### src/rtl/gate_test_sequencer.sv
// Gate-test run sequencer: walks the loaded vectors, drives each input onto the
// DUT, waits for it to settle, captures and writes back the response, and
// tallies pass/fail. Owns the memory port while busy.
module gate_test_sequencer #(
  parameter logic [15:0] IN_BASE       = 16'h0008,
  parameter logic [15:0] EXP_BASE      = 16'h0010,
  parameter logic [15:0] OUT_BASE      = 16'h0018,
  parameter int unsigned SETTLE_CYCLES = 4,
  parameter logic [7:0]  OUT_MASK      = 8'hFF
) (
  input  logic        clk,
  input  logic        rst,
  input  logic        start,
  input  logic [7:0]  vec_count,
  output logic [15:0] mem_addr,
  output logic        mem_rd_en,
  input  logic [7:0]  mem_rd_data,
  output logic        mem_wr_en,
  output logic [7:0]  mem_wr_data,
  output logic [7:0]  dut_in,
  input  logic [7:0]  dut_out,
  output logic        busy,
  output logic        done,
  output logic [7:0]  pass_count,
  output logic [7:0]  fail_count,
  output logic [7:0]  first_fail_idx,
  output logic        any_fail
);

  typedef enum logic [3:0] {
    StIdle, StRdIn, StWaitIn, StRdExp, StWaitExp, StSettle, StCapture, StWrite, StDone
  } state_e;

  localparam logic [7:0] SettleInit = 8'(SETTLE_CYCLES);

  state_e      state_q, state_d;
  logic [7:0]  idx_q, idx_d;
  logic [7:0]  count_q, count_d;
  logic [7:0]  exp_q, exp_d;
  logic [7:0]  res_q, res_d;
  logic [7:0]  settle_q, settle_d;
  logic [7:0]  dut_in_q, dut_in_d;
  logic [7:0]  pass_q, pass_d;
  logic [7:0]  fail_q, fail_d;
  logic [7:0]  ffi_q, ffi_d;
  logic        any_fail_q, any_fail_d;
  logic        busy_q, busy_d;
  logic        done_q, done_d;
  logic        rd_en_q, rd_en_d;
  logic        wr_en_q, wr_en_d;
  logic [15:0] addr_q, addr_d;

  // Next-state, datapath updates and registered-output decode.
  always_comb begin
    state_d    = state_q;
    idx_d      = idx_q;
    count_d    = count_q;
    exp_d      = exp_q;
    res_d      = res_q;
    settle_d   = settle_q;
    dut_in_d   = dut_in_q;
    pass_d     = pass_q;
    fail_d     = fail_q;
    ffi_d      = ffi_q;
    any_fail_d = any_fail_q;
    addr_d     = addr_q;

    unique case (state_q)
      StIdle: begin
        if (start) begin
          pass_d     = 8'h00;
          fail_d     = 8'h00;
          any_fail_d = 1'b0;
          ffi_d      = 8'hFF;
          if (vec_count != 8'h00) begin
            count_d = vec_count;
            idx_d   = 8'h00;
            state_d = StRdIn;
          end else begin
            state_d = StDone;
          end
        end
      end
      StRdIn:   state_d = StWaitIn;
      StWaitIn: begin
        dut_in_d = mem_rd_data;
        state_d  = StRdExp;
      end
      StRdExp:  state_d = StWaitExp;
      StWaitExp: begin
        exp_d    = mem_rd_data;
        settle_d = SettleInit;
        state_d  = StSettle;
      end
      StSettle: begin
        // Counts down to 1, so this state lasts exactly SETTLE_CYCLES cycles.
        settle_d = settle_q - 8'd1;
        if (settle_q <= 8'd1) state_d = StCapture;
      end
      StCapture: begin
        res_d = dut_out;
        if ((dut_out & OUT_MASK) == (exp_q & OUT_MASK)) begin
          pass_d = pass_q + 8'd1;
        end else begin
          fail_d     = fail_q + 8'd1;
          any_fail_d = 1'b1;
          if (ffi_q == 8'hFF) ffi_d = idx_q;
        end
        state_d = StWrite;
      end
      StWrite: begin
        if (idx_q == count_q - 8'd1) begin
          state_d = StDone;
        end else begin
          idx_d   = idx_q + 8'd1;
          state_d = StRdIn;
        end
      end
      StDone:  state_d = StIdle;
      default: state_d = StIdle;
    endcase

    // Strobes and flags are decoded from the state being entered so that the
    // registered outputs line up with the state they belong to.
    busy_d  = (state_d != StIdle) && (state_d != StDone);
    done_d  = (state_d == StDone);
    rd_en_d = (state_d == StRdIn) || (state_d == StRdExp);
    wr_en_d = (state_d == StWrite);
    case (state_d)
      StRdIn:  addr_d = IN_BASE + {8'h00, idx_d};
      StRdExp: addr_d = EXP_BASE + {8'h00, idx_d};
      StWrite: addr_d = OUT_BASE + {8'h00, idx_d};
      default: addr_d = addr_q;
    endcase
  end

  // State and datapath registers with synchronous reset.
  always_ff @(posedge clk) begin
    if (rst) begin
      state_q    <= StIdle;
      idx_q      <= 8'h00;
      count_q    <= 8'h00;
      exp_q      <= 8'h00;
      res_q      <= 8'h00;
      settle_q   <= 8'h00;
      dut_in_q   <= 8'h00;
      pass_q     <= 8'h00;
      fail_q     <= 8'h00;
      ffi_q      <= 8'hFF;
      any_fail_q <= 1'b0;
      busy_q     <= 1'b0;
      done_q     <= 1'b0;
      rd_en_q    <= 1'b0;
      wr_en_q    <= 1'b0;
      addr_q     <= 16'h0000;
    end else begin
      state_q    <= state_d;
      idx_q      <= idx_d;
      count_q    <= count_d;
      exp_q      <= exp_d;
      res_q      <= res_d;
      settle_q   <= settle_d;
      dut_in_q   <= dut_in_d;
      pass_q     <= pass_d;
      fail_q     <= fail_d;
      ffi_q      <= ffi_d;
      any_fail_q <= any_fail_d;
      busy_q     <= busy_d;
      done_q     <= done_d;
      rd_en_q    <= rd_en_d;
      wr_en_q    <= wr_en_d;
      addr_q     <= addr_d;
    end
  end

  assign mem_addr       = addr_q;
  assign mem_rd_en      = rd_en_q;
  assign mem_wr_en      = wr_en_q;
  assign mem_wr_data    = res_q;
  assign dut_in         = dut_in_q;
  assign busy           = busy_q;
  assign done           = done_q;
  assign pass_count     = pass_q;
  assign fail_count     = fail_q;
  assign first_fail_idx = ffi_q;
  assign any_fail       = any_fail_q;

endmodule

### config.mk
export PLATFORM = sky130hd
export DESIGN_NAME = gate_test_sequencer
export DESIGN_NICKNAME = d
export VERILOG_FILES = /design/src/rtl/gate_test_sequencer.sv
export SDC_FILE = /design/constraint.sdc
export NUM_CORES = 1
export LEC_CHECK = 0
export CORE_MARGIN = 3
export CORE_UTILIZATION = 30
export CTS_BUF_LIST = sky130_fd_sc_hd__clkbuf_8 sky130_fd_sc_hd__clkbuf_16
export CTS_CLUSTER_DIAMETER = 80
export DETAILED_ROUTE_END_ITERATION = 16
export DONT_BUFFER_PORTS = 1
export MAX_ROUTING_LAYER = met4
export SKIP_LAST_GASP = 1
export SYNTH_ARGS = -nofsm -noshare
export SYNTH_HDL_FRONTEND = slang
export SYNTH_SLANG_ARGS = --single-unit
### constraint.sdc
create_clock -name clk -period 3.7 [get_ports clk]
set_clock_uncertainty 0.2 [all_clocks]
set_input_delay 0.74 -clock clk [delete_from_list [all_inputs] [get_ports clk]]
set_output_delay 0.74 -clock clk [all_outputs]
set_load 0.05 [all_outputs]
==> metrics, run 1 <==
Congestion Overflow GR 0; row count between 40 and 50; Synth Register Bits 90; post-DP HPWL ~8600 um; Mapped Cells 547; initial antenna violation count 0; CTS buffer count 9; GR Util All Layers 0.1470; post-CTS setup buffer count 0; ys flop type dfxtp_1; Buffers on Ports 0; die width approximately 130 um; Initial Util 0.3086; Post-Syn Area ~0.0045 mm^2; EDFF count, synth 0; largest net degree at the start of global routing 95; Root Buffer clkbuf_16; Synth cell types between 60 and 70; sequential element share of the synthesized area 0.4002; DIE HEIGHT approximately 130 um; Post-CTS Hold Buffers 0; first-pass GRT wire length 18840 um; GRT repair_timing worst endpoint mem_addr[6]$_SDFFE_PP0P_/D; Final GP Congestion 0.8852; FFs w/ async S/R, synth 0; Worst EP Category sequential cell input; mean area per synthesized cell between 8 and 9 um^2; Synth warnings 0; stop err [ERROR DRT-0255] Maze Route cannot find path of net clk in worker of routeBox ( 96600 0 ) ( 128500 48300 ).; I/O Pins just under 90; CTS Sinks 90; Fail Step 5_2_route; Max Root-Sink Buffers 2; H-tree lvl count 3; outcome did not finish; vias in the first global route ~3.8k
## Yosys cell counts (6+ instances only)
master,n,share of area
nand3_1,18,0.020
o21ai_0,15,0.017
nand3b_1,10,0.017
nand2_1,72,0.060
dfxtp_1,90,0.40
xor2_1,8,0.016
nor3_1,21,0.023
or3_1,10,0.014
nand4_1,7,0.0097
buf_4,7,0.012
nand2b_1,12,0.017
and2_1,8,0.011
clkbuf_1,31,0.026
mux2i_1,20,0.044
nor2_1,50,0.042
a21oi_1,51,0.057
ha_1,8,0.022
and3_1,6,0.0083
a31oi_1,6,0.0083
inv_1,8,0.0067
xnor2_1,18,0.035
## layer usage
layer / GRT usage
met1: 0.1736
met2: 0.2274
met3: 0.05645
met4: 0.05497
met5: -
## metrics by stage
| step | utilization | cell area (um^2) | hold WS (ns) | cells | worst slack (ns) |
|---|---|---|---|---|---|
| floorplan | - | 4572 | 0.2493 | 553 | 0.03424 |
| global placement | 0.3311 | 4831 | 0.2556 | 726 | 0.07426 |
| detailed placement | 0.3311 | 4831 | 0.2587 | 726 | -0.0007678 |
| CTS | 0.3518 | 5132 | 0.2638 | 742 | 0.01362 |
| global route | 0.3533 | 5155 | 0.2632 | 742 | -0.1348 |
## timing repair
item / 4_1_cts / 5_1_grt
setup endpoints to repair: 2 / 4
cloned: 0 / 0
resized for setup: 1 / 6
pin swaps: 0 / 1
## cell families after synthesis
kind of cell,synth area share
fa+ha+maj,0.02668
mux,0.04697
flops,0.4002
simple gates,0.2671
xor+xnor,0.05058
buf+inv,0.04641
other cells,0.0008330
compound gates,0.1612
==> run 2, diff against run 1 <==
--- a/config.mk
+++ b/config.mk
@@ -6,12 +6,10 @@
 export NUM_CORES = 1
 export LEC_CHECK = 0
 export CORE_MARGIN = 3
-export CORE_UTILIZATION = 30
-export CTS_BUF_LIST = sky130_fd_sc_hd__clkbuf_8 sky130_fd_sc_hd__clkbuf_16
-export CTS_CLUSTER_DIAMETER = 80
+export CORE_UTILIZATION = 20
 export DETAILED_ROUTE_END_ITERATION = 16
 export DONT_BUFFER_PORTS = 1
-export MAX_ROUTING_LAYER = met4
+export PLACE_DENSITY_LB_ADDON = 0.15
 export SKIP_LAST_GASP = 1
 export SYNTH_ARGS = -nofsm -noshare
 export SYNTH_HDL_FRONTEND = slang
==> constraint.sdc (replaced) <==
create_clock -name clk -period 4.8 [get_ports clk]
set_clock_uncertainty 0.2 [all_clocks]
set_input_delay 0.96 -clock clk [delete_from_list [all_inputs] [get_ports clk]]
set_output_delay 0.96 -clock clk [all_outputs]
set_load 0.05 [all_outputs]
==> metrics, run 2 <==
Commonest cells post-synth 90 x dfxtp_1, 72 x nand2_1, 51 x a21oi_1; DIE HEIGHT about 160 um; row count 54; Max IR drop VDD ~120 uV; ys flop type dfxtp_1; static leakage roughly 1.8 nW; post-CTS setup buffer count 0; Area growth syn-to-layout 12.90%; worst path cell trace or4_4, o221a_1, or4_4, a31oi_1, mux2i_1, nand2_1, ha_1, nand3_1, mux2i_1, o221a_1, or3_1, a311oi_1; drt total wl 13240 um; Logic pwr share 0.099; CTS Sinks 90; Post-route DRC 0; Max Freq 238.4 MHz; critical path's slowest cell or4_4; register area around 0.0018 mm^2; endpoints failing hold 0; Avg WL per Cell between 15 and 20 um; EDFF count, synth 0; layout net count around 570; Synth warnings 0; initial antenna violation count 0; placed cell areas 0.004741 mm^2; CP Capture Type flip-flop; vias in the first global route around 3.6k; Final min period ~4.2 ns; share of cells above drive strength 1 0.06729; most frequent cells in the layout 90 x dfxtp_1, 72 x nand2_1, 51 x a21oi_1; final setup fails 0; max reg flops 9; Synth cell types 64; Max Cap Viol 0; Max Root-Sink Buffers 2; DR iter-0 viols around 260; CTS tree done; Final GP Congestion around 0.77; Crit path required time between 4 and 5 ns; crit share post-route 0.8737; first-pass GRT wire length about 21000 um; mean area per synthesized cell slightly above 8 um^2; Worst R2R Setup Slack about 0.61 ns; Hold Crit Depth 2; clock power share 0.446; WP buf/inv 0; Core ar. about 0.022 mm^2; sequential fraction of design power 0.455; Hold Crit Class reg -> reg; Crit path arrival time about 4.3 ns; Initial Util 0.2050; post-DP HPWL ~9700 um; I/O Pins 88; Buffers on Ports 0; top cell type's share of synthesized area 0.4002; Antenna Violating Nets Remaining 0; Final Cell Area just over 0.005 mm^2; RSZ-0062 raised after global routing no; CTS buffer count 9; CP delay by family, top simple AND/OR/NAND/NOR gates; outcome complete, no violations; Power per Cell Area between 300 and 400 mW/mm^2; die width roughly 160 um; full die area between 0.02 and 0.025 mm^2; headroom to the max-slew limit 0.4262; worst stage delay on the critical path around 0.57 ns; Setup CP Type reg -> reg; clk_lat worst skew around 0.34 ns; Synth area leaders dfxtp_1 40%, nand2_1 6.0%, a21oi_1 5.7%; Yosys top cell by area dfxtp_1; Congestion Overflow GR 0; Post-Syn Area about 0.0045 mm^2; FILL cells 2406; GR Util All Layers 0.1100; FFs w/ async S/R, synth 0; commonest non-fill, non-tap cell in the layout dfxtp_1; Psw approximately 500 uW; via count ~3.8k; power consumption between 1.5 and 2 mW; Worst Path Max Fanout 5; H-tree lvl count 3; Post-CTS Hold Buffers 0; sequential element share of the synthesized area 0.4002; Synth Register Bits 90; Mapped Cells between 500 and 600; Startpoint Class flip-flop; First-pass DRT Iterations 4; Int Pwr approximately 1.4 mW; final setup TNS 0 ns; WP depth 12; sw frac 0.2711; cts repair resizes 0; Slew @ Worst Pin roughly 0.86 ns; Via density about 4.7; # diodes 0; largest net degree at the start of global routing 95; reg2reg path depth 12; most frequent cell after synthesis dfxtp_1; clk slew on worst S/H paths 0.07 ns; footprint of the multi-input gates 0.002514 mm^2; max-slew violations 0; Root Buffer clkbuf_16
==> run 2: per-layer routing <==
layer  share of wire  GRT usage
met4           0.018    0.04205
met5               0          0
met1            0.47     0.1468
met3           0.064    0.03107
met2            0.45     0.1685
==> run 2: logic make-up (layout without fill, tap and decap cells) <==
logic type | after synthesis | after routing | share of synthesized area
and+or+nand+nor | 239 | 239 | 0.2671
adders and majority gates | 9 | 9 | 0.02668
buffers and inverters | 48 | 30 | 0.04641
muxes | 21 | 21 | 0.04697
AOI/OAI and AO/OA | 113 | 113 | 0.1612
xor gates and xnor gates | 26 | 26 | 0.05058
DFF | 90 | 90 | 0.4002
other | 1 | 7 | 0.0008330
==> run 2: through the flow <==
| stage | cells | setup slack, ns | hold WS [ns] | util |
|---|---|---|---|---|
| finish | 815 | 0.6060 | 0.2723 | 0.2315 |
| global route | 815 | 0.3182 | 0.2897 | 0.2315 |
| CTS | 815 | 0.6009 | 0.2676 | 0.2315 |
| detailed placement | 799 | 0.5732 | 0.2584 | 0.2159 |
| global placement | 799 | 0.6393 | 0.2556 | 0.2159 |
| floorplan | 553 | 0.8097 | 0.2493 | - |
==> run 2: area by class of cell <==
cell class | count | area share
multi-input combinational | 415 | 0.4946
sequential | 90 | 0.3545
clock inverter | 7 | 0.02290
tap | 280 | 0.06893
inverter | 8 | 0.005908
timing repair buffer | 6 | 0.008863
clock buffer | 9 | 0.04431
==> run 2: path summary, 6_finish.rpt <==
kind	from	end
setup / recovery	count_q[0]$_SDFFE_PP0P_	mem_addr[6]$_SDFFE_PP0P_
hold / removal	exp_q[0]$_SDFFE_PP0P_	exp_q[0]$_SDFFE_PP0P_
setup reg to reg	count_q[0]$_SDFFE_PP0P_	mem_addr[6]$_SDFFE_PP0P_
hold reg to reg	exp_q[0]$_SDFFE_PP0P_	exp_q[0]$_SDFFE_PP0P_
==> run 2: power by group through the flow <==
stage	Combinational (mW)	Clock, mW	Sequential [mW]
global placement	0.184	0	0.862
CTS	0.186	0.862	0.845
finish	0.184	0.826	0.844
floorplan	0.169	0	0.846
detailed placement	0.186	0	0.862
global route	0.206	0.891	0.849
==> run 2: tightest hold or removal path, stage by stage (launching register included) <==
cell	delay, ns
dfxtp_1	0.32
nand2_1	0.05
a21oi_1	0.05
(Power assumes the default switching activity.)
==> run 3, diff against run 2 <==
--- a/config.mk
+++ b/config.mk
@@ -5,6 +5,8 @@
 export SDC_FILE = /design/constraint.sdc
 export NUM_CORES = 1
 export LEC_CHECK = 0
+export CELL_PAD_IN_SITES_DETAIL_PLACEMENT = 0
+export CELL_PAD_IN_SITES_GLOBAL_PLACEMENT = 1
 export CORE_MARGIN = 3
 export CORE_UTILIZATION = 20
 export DETAILED_ROUTE_END_ITERATION = 16
==> metrics, run 3 (synthesis gave the netlist of run 2 again) <==
CTS buffer count 9; Area growth syn-to-layout 12.73%; Via density between 4 and 5; Congestion Overflow GR 0; drt total wl 13440 um; Avg WL per Cell between 15 and 20 um; Root Buffer clkbuf_16; Final WS setup slightly above 0.7 ns; Power per Cell Area ~360 mW/mm^2; Max Root-Sink Buffers 2; # diodes 0; via count 3751; Max IR drop VDD 147.8 uV; CTS Sinks 90; max reg flops 9; Max Cap Viol 0; First-pass DRT Iterations 5; Worst Path Max Fanout 5; footprint of the multi-input gates roughly 0.0025 mm^2; Post-route DRC 0; cts repair resizes 0; Startpoint Class flip-flop; clk_lat worst skew between 0.3 and 0.4 ns; GR Util All Layers 0.1108; Antenna Violating Nets Remaining 0; max-slew violations 0; share of cells above drive strength 1 0.06716; Post-CTS Hold Buffers 0; Hold Crit Class reg -> reg; commonest non-fill, non-tap cell in the layout dfxtp_1; final setup TNS 0 ns; outcome complete, no violations; power consumption roughly 1.8 mW; Max Freq about 240 MHz; static leakage around 1.8 nW; largest net degree at the start of global routing 95; H-tree lvl count 3; endpoints failing hold 0; register area ~0.0018 mm^2; vias in the first global route approximately 3.6k; post-CTS setup buffer count 0; first-pass GRT wire length roughly 21000 um; Core ar. roughly 0.022 mm^2; Final min period approximately 4.1 ns; die width ~160 um; initial antenna violation count 0; CP Capture Type flip-flop; I/O Pins 88; Buffers on Ports 0; crit share post-route 0.8527; Slew @ Worst Pin between 0.8 and 0.9 ns; Crit path required time just under 5 ns; RSZ-0062 raised after global routing no; layout net count between 500 and 600; post-DP HPWL between 9000 and 10000 um; Crit path arrival time between 4 and 5 ns; DR iter-0 viols 248; Setup CP Type reg -> reg; FILL cells around 2.4k; headroom to the max-slew limit 0.4279; DIE HEIGHT ~160 um; Final GP Congestion 0.7460; CTS tree done; row count 54; Worst R2R Setup Slack 0.71 ns; clk slew on worst S/H paths about 0.070 ns; final setup fails 0; most frequent cells in the layout 90 x dfxtp_1, 72 x nand2_1, 51 x a21oi_1; Initial Util 0.2050; full die area 0.02435 mm^2; Setup Slack @ Placement roughly 0.72 ns
-- run 3: cell count changes in the layout (fill, tap and decap cells not counted), sizes merged --
cell    change
clkinv      -1
inv         -1
clkbuf      +2
bufinv      -1
buf         +2
-- run 3: layer usage --
layer,vias to the layer above,GRT usage,wire [um]
li1,1887,-,-
met1,1772,0.1519,6473
met2,81,0.1647,5803
met3,11,0.03273,962
met4,0,0.04037,195
met5,-,0,0
-- run 3: power breakdown --
| group | internal (mW) | switching, mW |
|---|---|---|
| combinational | 0.0737 | 0.115 |
| sequential | 0.770 | 0.0699 |
| clock | 0.469 | 0.309 |
-- run 3: area by class of cell --
type                       instances  share of cell area
clock buffer                      11             0.04783
clock inverter                     4             0.01504
inverter                           8            0.005917
multi-input combinational        415              0.4953
sequential                        90              0.3550
tap                              280             0.06903
timing repair buffer               8             0.01183
-- run 3: through the flow --
| stage | area (um^2) | instances | util | hold WS (ns) |
|---|---|---|---|---|
| after floorplan | 4524 | 553 | - | 0.2493 |
| after global placement | 4756 | 801 | 0.2166 | 0.2512 |
| after detailed placement | 4756 | 801 | 0.2166 | 0.2634 |
| after CTS | 5075 | 816 | 0.2311 | 0.2724 |
| after global routing | 5075 | 816 | 0.2311 | 0.2963 |
| final | 5075 | 816 | 0.2311 | 0.2742 |
-- run 3: worst max-delay path, cell delays in order, from the launching register on --
cell      delay, ns
dfxtp_1        0.35
or4_4          0.57
o221a_1        0.27
or4_4          0.56
a31oi_1        0.25
mux2i_1        0.33
nand2_1        0.16
ha_1           0.31
nand3_1        0.09
mux2i_1        0.08
o221a_1        0.26
or3_1          0.35
a311oi_1       0.23
-- run 3: worst paths after layout --
| path | start | end | depth (start not counted) |
|---|---|---|---|
| max | count_q[0]$_SDFFE_PP0P_ | mem_addr[6]$_SDFFE_PP0P_ | 12 |
| min | exp_q[5]$_SDFFE_PP0P_ | exp_q[5]$_SDFFE_PP0P_ | 2 |
| max reg2reg | count_q[0]$_SDFFE_PP0P_ | mem_addr[6]$_SDFFE_PP0P_ | 12 |
| min reg2reg | exp_q[5]$_SDFFE_PP0P_ | exp_q[5]$_SDFFE_PP0P_ | 2 |
==> run 4, diff against run 3 <==
==> constraint.sdc (replaced) <==
create_clock -name clk -period 3.95 [get_ports clk]
set_clock_uncertainty 0.2 [all_clocks]
set_input_delay 0.79 -clock clk [delete_from_list [all_inputs] [get_ports clk]]
set_output_delay 0.79 -clock clk [all_outputs]
set_load 0.05 [all_outputs]
==> metrics, run 4 (synthesis gave the netlist of run 2 again) <==
outcome complete, no violations; Final WS setup approximately 0.14 ns; first-pass GRT wire length 21490 um; Hold Crit Start exp_q[0]$_SDFFE_PP0P_; Crit path required time 4.01 ns; via count roughly 3.8k; endpoints failing hold 0; Crit path arrival time slightly below 4 ns; Hold Crit Depth 2; die width roughly 160 um; Final min period roughly 3.8 ns; reg2reg path depth 11; Logic pwr share 0.118; Hold Crit Class reg -> reg; placed cell areas 0.004876 mm^2; full die area 0.02435 mm^2; Congestion Overflow GR 0; Post-CTS Hold Buffers 0; DR iter-0 viols about 240; Reg-to-Reg Start count_q[0]$_SDFFE_PP0P_; Max Freq ~260 MHz; share of cells above drive strength 1 0.1137; Setup Slack @ Placement about 0.074 ns; # diodes 0; register area around 0.0018 mm^2; CTS tree done; Avg WL per Cell 16.45 um; Root Buffer clkbuf_16; drt total wl between 10000 and 15000 um; Final Cell Area 0.005253 mm^2; I/O Pins a little under 90; sw frac 0.2846; Critical Path Source count_q[0]$_SDFFE_PP0P_; post-DP HPWL ~10000 um; footprint of the multi-input gates ~0.0026 mm^2; Max Cap Viol 0; most frequent cells in the layout 89 x dfxtp_1, 72 x nand2_1, 51 x a21oi_1; largest net degree at the start of global routing between 90 and 100; clk_lat worst skew 0.35 ns; Int Pwr between 1.5 and 2 mW; Max Root-Sink Buffers 2; Max IR drop VDD about 160 uV; static leakage ~1.9 nW; DIE HEIGHT approximately 160 um; layout net count about 600; Slew @ Worst Pin 0.7201 ns; Final GP Congestion around 0.76; First-pass DRT Iterations 4; CP Capture Type flip-flop; Worst Path Max Fanout 5; Setup CP Type reg -> reg; Psw 624.3 uW; FILL cells 2391; row count 54; max reg flops 9; Initial Util 0.2050; Final Util 0.2392; headroom to the max-slew limit 0.5155; Post-route DRC 0; CTS buffer count 9; Buffers on Ports 0; Power per Cell Area approximately 420 mW/mm^2; initial antenna violation count 0; vias in the first global route 3739; crit share post-route 0.9644; Via density 4.592; max-slew violations 0; final setup fails 0; commonest non-fill, non-tap cell in the layout dfxtp_1; power consumption about 2.2 mW; CTS Sinks 90; clk slew on worst S/H paths 0.07 ns; Area growth syn-to-layout 16.68%; Core ar. between 0.02 and 0.025 mm^2; Antenna Violating Nets Remaining 0; clock power share 0.417; GR Util All Layers 0.1139; Final Hold Slack between 0.2 and 0.3 ns; Startpoint Class flip-flop; sequential fraction of design power 0.465; H-tree lvl count 3
run 4: stage by stage:
| stage | TNS, ns | instances |
|---|---|---|
| after floorplan | 0 | 553 |
| after global placement | 0 | 817 |
| after detailed placement | 0 | 817 |
| after CTS | 0 | 833 |
| after global routing | -0.009121 | 834 |
| final | 0 | 834 |
run 4: critical path: stages, from the launching register on:
cell and delay [ns]:
dfxtp_2 0.34, or4_4 0.53, o221a_1 0.27, or4_4 0.54, buf_4 0.17, a31oi_4 0.25, a31oi_2 0.18, or2_2 0.36
ha_1 0.18, and2_1 0.15, or3_1 0.32, a311oi_2 0.23
run 4: metal layers:
| metal | wire length [um] | global-route usage | part of all wire | up-vias |
|---|---|---|---|---|
| li1 | - | - | - | 1931 |
| met1 | 6453 | 0.1532 | 0.47 | 1788 |
| met2 | 5825 | 0.1662 | 0.42 | 93 |
| met3 | 1092 | 0.03745 | 0.080 | 18 |
| met4 | 349 | 0.04920 | 0.025 | 0 |
| met5 | 0 | 0 | 0 | - |
run 4: what timing repair did:
| item | 4_1_cts | 5_1_grt |
|---|---|---|
| endpoints found under the setup margin | 0 | 4 |
| buffers inserted | 0 | 1 |
| gates resized for setup | 0 | 10 |
run 4: worst paths after layout:
kind	to	slack, ns
setup reg to reg	mem_addr[6]$_SDFFE_PP0P_	0.14
setup / recovery	mem_addr[6]$_SDFFE_PP0P_	0.14
hold / removal	exp_q[0]$_SDFFE_PP0P_	0.27
hold reg to reg	exp_q[0]$_SDFFE_PP0P_	0.27
run 4: final cells by class:
type                    count  share of cell area
multi-input cells         415              0.4886
flip-flops and latches     90              0.3433
well taps                 280             0.06670
clock buffers              11             0.04812
repair buffers             25             0.03573
clock inverters             5             0.01191
inverters                   8            0.005717
run 4: power by group through the flow:
stage | registers (mW) | logic [mW] | clock network, mW
6_report | 1.02 | 0.258 | 0.915
5_1_grt | 1.03 | 0.289 | 0.994
4_1_cts | 1.02 | 0.251 | 0.960
3_5_place_dp | 1.04 | 0.250 | 0
3_3_place_gp | 1.04 | 0.249 | 0
2_1_floorplan | 1.03 | 0.205 | 0
